==> config.mk <==
export PLATFORM = sky130hd
export DESIGN_NAME = icache_controller
export DESIGN_NICKNAME = d
export VERILOG_FILES = /design/src/rtl/icache_controller.sv
export SDC_FILE = /design/constraint.sdc
export NUM_CORES = 1
export LEC_CHECK = 0
export ABC_AREA = 0
export CAP_MARGIN = 15
export CORE_ASPECT_RATIO = 1.4
export CORE_MARGIN = 1.5
export CORE_UTILIZATION = 43
export DETAILED_ROUTE_END_ITERATION = 16
export PLACE_DENSITY = 0.92
export SETUP_SLACK_MARGIN = 0.2
export SKIP_LAST_GASP = 1
export SLEW_MARGIN = 20
export SYNTH_ARGS = -nofsm -noshare
export SYNTH_HDL_FRONTEND = slang
export SYNTH_SLANG_ARGS = --single-unit
==> constraint.sdc <==
create_clock -name i_clock -period 3.68 [get_ports i_clock]
set_input_delay 0.552 -clock i_clock [delete_from_list [all_inputs] [get_ports i_clock]]
set_output_delay 0.552 -clock i_clock [all_outputs]
set_load 0.02 [all_outputs]
==> src/rtl/icache_controller.sv <==
// Sequencing controller for one direct-mapped instruction-cache set.
// Optional hit/miss statistics counters: define ICACHE_CTRL_STATS_EN.
module icache_controller #(
    parameter int DATA_WIDTH = 32,
    parameter int ADDR_WIDTH = 32,
    parameter int SIZE       = 128
) (
    input  logic                  i_clock,
    input  logic                  i_reset,
    input  logic                  i_req,
    input  logic [ADDR_WIDTH-1:0] i_addr,
    input  logic                  i_flush,
    output logic                  o_ack,
    output logic [DATA_WIDTH-1:0] o_data,
    output logic                  o_busy,
    output logic [ADDR_WIDTH-1:0] o_mem_addr,
    output logic                  o_mem_rd,
    input  logic [DATA_WIDTH-1:0] i_mem_data,
    input  logic                  i_mem_ack,
    output logic [ADDR_WIDTH-1:0] o_set_addr,
    output logic                  o_set_wr,
    output logic                  o_set_cl,
    output logic [DATA_WIDTH-1:0] o_set_data,
    input  logic [DATA_WIDTH-1:0] i_set_data,
    input  logic                  i_set_hit
`ifdef ICACHE_CTRL_STATS_EN
    ,
    output logic [31:0]           o_hit_count,
    output logic [31:0]           o_miss_count
`endif
);

    localparam int INDEX_WIDTH = (SIZE > 1) ? $clog2(SIZE) : 1;

    typedef enum logic [2:0] {INIT, IDLE, LOOKUP, FILL, WRITE, RESPOND} state_t;

    state_t                  state_q, state_d;
    logic [INDEX_WIDTH-1:0]  idx_q;
    logic [ADDR_WIDTH-1:0]   addr_q;
    logic [DATA_WIDTH-1:0]   fill_q;
    logic [DATA_WIDTH-1:0]   data_q;

    always_ff @(posedge i_clock or posedge i_reset) begin
        if (i_reset) begin
            state_q <= INIT;
            idx_q   <= '0;
            addr_q  <= '0;
            fill_q  <= '0;
            data_q  <= '0;
        end else begin
            state_q <= state_d;
            if (state_q == INIT)
                idx_q <= idx_q + 1'b1;
            else if (state_q == IDLE && i_flush)
                idx_q <= '0;
            if (state_q == IDLE && !i_flush && i_req)
                addr_q <= i_addr;
            if (state_q == FILL && i_mem_ack)
                fill_q <= i_mem_data;
            // Keep the last returned word visible between acknowledgements.
            if (o_ack)
                data_q <= o_data;
        end
    end

    always_comb begin
        state_d    = state_q;
        o_ack      = 1'b0;
        o_data     = data_q;
        o_mem_rd   = 1'b0;
        o_set_wr   = 1'b0;
        o_set_cl   = 1'b0;
        o_set_addr = addr_q;
        case (state_q)
            INIT: begin
                o_set_cl   = 1'b1;
                o_set_addr = ADDR_WIDTH'(idx_q);
                if (idx_q == INDEX_WIDTH'(SIZE - 1))
                    state_d = IDLE;
            end
            IDLE: begin
                // Present the incoming address now so the set read overlaps the request cycle.
                o_set_addr = i_addr;
                if (i_flush)
                    state_d = INIT;
                else if (i_req)
                    state_d = LOOKUP;
            end
            LOOKUP: begin
                if (i_set_hit) begin
                    o_ack   = 1'b1;
                    o_data  = i_set_data;
                    state_d = IDLE;
                end else begin
                    state_d = FILL;
                end
            end
            FILL: begin
                o_mem_rd = 1'b1;
                if (i_mem_ack)
                    state_d = WRITE;
            end
            WRITE: begin
                o_set_wr = 1'b1;
                state_d  = RESPOND;
            end
            RESPOND: begin
                o_ack   = 1'b1;
                o_data  = fill_q;
                state_d = IDLE;
            end
            default: state_d = INIT;
        endcase
    end

    assign o_busy     = (state_q != IDLE);
    assign o_mem_addr = addr_q;
    assign o_set_data = fill_q;

`ifdef ICACHE_CTRL_STATS_EN
    logic [31:0] hit_q, miss_q;

    always_ff @(posedge i_clock or posedge i_reset) begin
        if (i_reset) begin
            hit_q  <= '0;
            miss_q <= '0;
        end else if (state_q == IDLE && i_flush) begin
            hit_q  <= '0;
            miss_q <= '0;
        end else if (state_q == LOOKUP) begin
            if (i_set_hit) begin
                if (hit_q != '1)
                    hit_q <= hit_q + 32'd1;
            end else begin
                if (miss_q != '1)
                    miss_q <= miss_q + 32'd1;
            end
        end
    end

    assign o_hit_count  = hit_q;
    assign o_miss_count = miss_q;
`endif

endmodule

==> results.yml <==
finish:
  fin_nets: 773
  area_growth_syn_to_layout_pct: 49.78
  num_antenna_cells: 0
  drive_gt1_share_pct: 12.30
  fill_cells: 867
critical_path:
  crit_buf_inv: 2
  cp.arrival_ns: 2.83
  crit_chain: "and3b_1 > buf_4 > a22o_1 > a21o_1 > clkdlybuf4s50_1"
  crit_slowest_cell: "clkdlybuf4s50_1"
  crit_path_end_kind: "output pin"
  setup.worst_path.start_class: "register"
  critPathKind: "register to output pin"
  cpPeakStageDelay_ns: 0.64
  critPathTopFamily: "buffers and inverters"
  cp_max_fo: 32
  required_ns: 3.13
sta:
  finalHoldViolations: 0
  fin_setup_tns_ns: 0
  tightestPinTransition_ns: 0.7303
  finalCritPeriodShare_pct: 91.95
  layout_min_cycle_time_ns: 3.384
  slew_headroom_pct: 51.20
  whs_ns: 0.4806
  fin_worst_skew_ns: 0.01032
  report.final.slew_viol_count: 0
  max_freq_mhz: 295.5
  rsz0062_at_grt: "false"
  setup_viol_count_final: 0
  fin_ws_ns: 0.2963
route:
  drcViolationCount: 0
  routed_wl_um: 15600
  wl_met1_um: 6273
  drt-initial-drc-count: 106
  met2_length_um: 7726
  dr_wl_met3_um: 1375
  highest_layer: "met4"
  vias_per_cell: 5.517
  drt-wirelength-per-cell_um: 18.98
  vias: 4535
  ant_nets: 0
  drtPass1Iterations: 5
die:
  start_util_pct: 44.60
  die_y_um: 134.7
  floorplan.die.width_um: 97.04
  io_pins: 235
  row_count: 47
  dieArea_mm2: 0.01307
  core_mm2: 0.01194
logic_synthesis:
  yosysSeqAreaShare_pct: 49.82
  synth_top_area_share_pct: 49.82
  yosysTopAreaCell: "dfrtp_1"
  ys.flop_type: "dfrtp_1"
  synth-edff-count: 0
  synth_most_common_cell: "dfrtp_1"
  yosys.area_share.simple_pct: 9.988
  syn_area_mm2: 0.005324
  synth-seq-cells: 106
  synth_top_family_by_area: "multiplexers"
  async_flop_share_pct: 100.0
  synthAdderAreaFrac_pct: 0.2350
  synth_xor_area_share_pct: 0
  syn_area_per_cell_um2: 11.80
  yosysWarnings: 0
  synth_compound_area_share_pct: 16.97
  synth_common_cells: "106 x dfrtp_1, 65 x a21o_1, 60 x nand2_1"
  synth.distinct_cells: 39
  synthCells: 451
  synthTopCellsByArea: "dfrtp_1 50%, a21o_1 9.2%, mux2_4 8.5%"
  syn_nets: 554
  synth_mux_area_share_pct: 17.56
power:
  pwr-share-comb_pct: 6.5
  pwr-share-seq_pct: 52.6
  switching_power_uw: 467.7
  vdd_drop_max_mv: 0.1889
  intPower_mw: 1.744
  clkPwrFrac_pct: 40.8
  cellPowerDensity_mw_per_mm2: 277.4
  power_mw: 2.212
  p_leak_nw: 4.214
  switching_share_pct: 21.15
status:
  status: "completed"
placed_design:
  numPortBuffers: 234
  gp_congestion: 0.8594
  place_hpwl_um: 11100
  pre_cts_slack_ns: 0.1296
clock_tree:
  clkLatencyLatePin_ns: 0.34
  cts_hold_buf: 0
  root_buffer: "clkbuf_16"
  path_clk_slew_ns: 0.07
  cts_tree: "built"
  cts_buffers: 9
  clock_path_buffers: 2
  cts.sinks: 106
  htree_levels: 3
worst_hold_path:
  hp-class: "register to register"
global_routing:
  grtUsageTotal_pct: 23.56
  grt.overflow.total: 0
  grt_pass1_wl_um: 24530
  antenna_found_initial: 1
  first_global_vias: 4683
  grt_max_degree: 107
flow_run:
  cap_viol_max_count: 0
-- sequential cells by signal, summed over array words and instances (netlist names) --
register / flops
idx_q: 7
state_q: 3
o_set_data: 32
data_q: 32
o_mem_addr: 32
-- routing by layer --
layer	track usage [%]	up-vias
met3	8.075	22
met4	6.200	0
met5	0	-
met1	28.25	2193
li1	-	2061
met2	40.56	259
-- stage by stage --
stage / cell area (um2) / util (%) / std cells
2_1_floorplan: 5324 / - / 451
3_3_place_gp: 7669 / 64.24 / 804
3_5_place_dp: 7669 / 64.24 / 804
4_1_cts: 7973 / 66.79 / 822
5_1_grt: 7974 / 66.80 / 822
6_report: 7974 / 66.80 / 822
-- path summary, 6_finish.rpt --
kind	end	slack, ns	from	cells after the start
setup reg to reg	o_mem_addr[22]$_DFFE_PP0P_	1.48	state_q[0]$_DFFE_PP0P_	5
min in group asynchronous	o_set_data[6]$_DFFE_PP0P_	0.69	i_reset	3
hold / removal	data_q[24]$_DFFE_PP0P_	0.48	data_q[24]$_DFFE_PP0P_	1
setup / recovery	o_data[7]	0.30	state_q[1]$_DFFE_PP0P_	5
hold reg to reg	data_q[24]$_DFFE_PP0P_	0.48	data_q[24]$_DFFE_PP0P_	1
max in group asynchronous	o_set_data[23]$_DFFE_PP0P_	2.55	i_reset	3
-- worst reg2reg max path: stages, from the launching register on --
cell and delay [ns]:
dfrtp_1 0.42, buf_4 0.46, nor2b_1 0.24, and3_1 0.17, buf_4 0.37, mux2_2 0.42
-- cell usage in the layout (no fill, tap or decap), types with 2 or more instances in the layout --
| cell type | count |
|---|---|
| clkdlybuf4s50_1 | 234 |
| dfrtp_1 | 105 |
| a21o_1 | 65 |
| nand2_1 | 60 |
| a22o_1 | 33 |
| mux2_4 | 30 |
| nand3_1 | 28 |
| mux2_2 | 21 |
| mux2_1 | 14 |
| mux2i_1 | 9 |
| clkbuf_16 | 9 |
| o21ai_0 | 8 |
| buf_4 | 7 |
| nor2_1 | 4 |
| a21oi_1 | 4 |
| inv_1 | 3 |
| o2bb2ai_1 | 3 |
| nor3_1 | 3 |
| nor2_4 | 2 |
| nor2b_1 | 2 |
| and4_1 | 2 |
| clkinv_4 | 2 |
-- repair_timing --
action	4_1_cts	5_1_grt
pin swaps	2	0
gates cloned	1	0
resized for setup	2	1
endpoints found under the hold margin	0	0
buffers inserted	1	0
endpoints found under the setup margin	32	1
-- power groups by stage --
stage | sequential [mW] | clock [mW] | combinational [mW]
floorplan | 1.19 | 0 | 0.0194
global placement | 1.19 | 0 | 0.142
detailed placement | 1.19 | 0 | 0.145
CTS | 1.16 | 0.930 | 0.146
global route | 1.16 | 0.977 | 0.155
finish | 1.16 | 0.903 | 0.145
-- logic make-up (layout without fill, tap and decap cells) --
logic type               after synthesis  count (layout)
AND/OR/NAND/NOR                      112             113
adder cells (fa/ha/maj)                1               1
multiplexers                          74              74
buffers and inverters                 40             263
AO/OA/AOI/OAI                        118             118
flip-flops                           106             106
-- cell type report --
cell class | count | area (um2) | share of cell area [%]
clock buffer | 11 | 242.7 | 3.044
clock inverter | 5 | 38.79 | 0.4864
inverter | 4 | 17.52 | 0.2197
multi-input combinational | 306 | 2411 | 30.24
sequential | 106 | 2654 | 33.28
tap | 147 | 183.9 | 2.307
timing repair buffer | 243 | 2426 | 30.43
No activity file was read; power rests on OpenSTA's default activity.
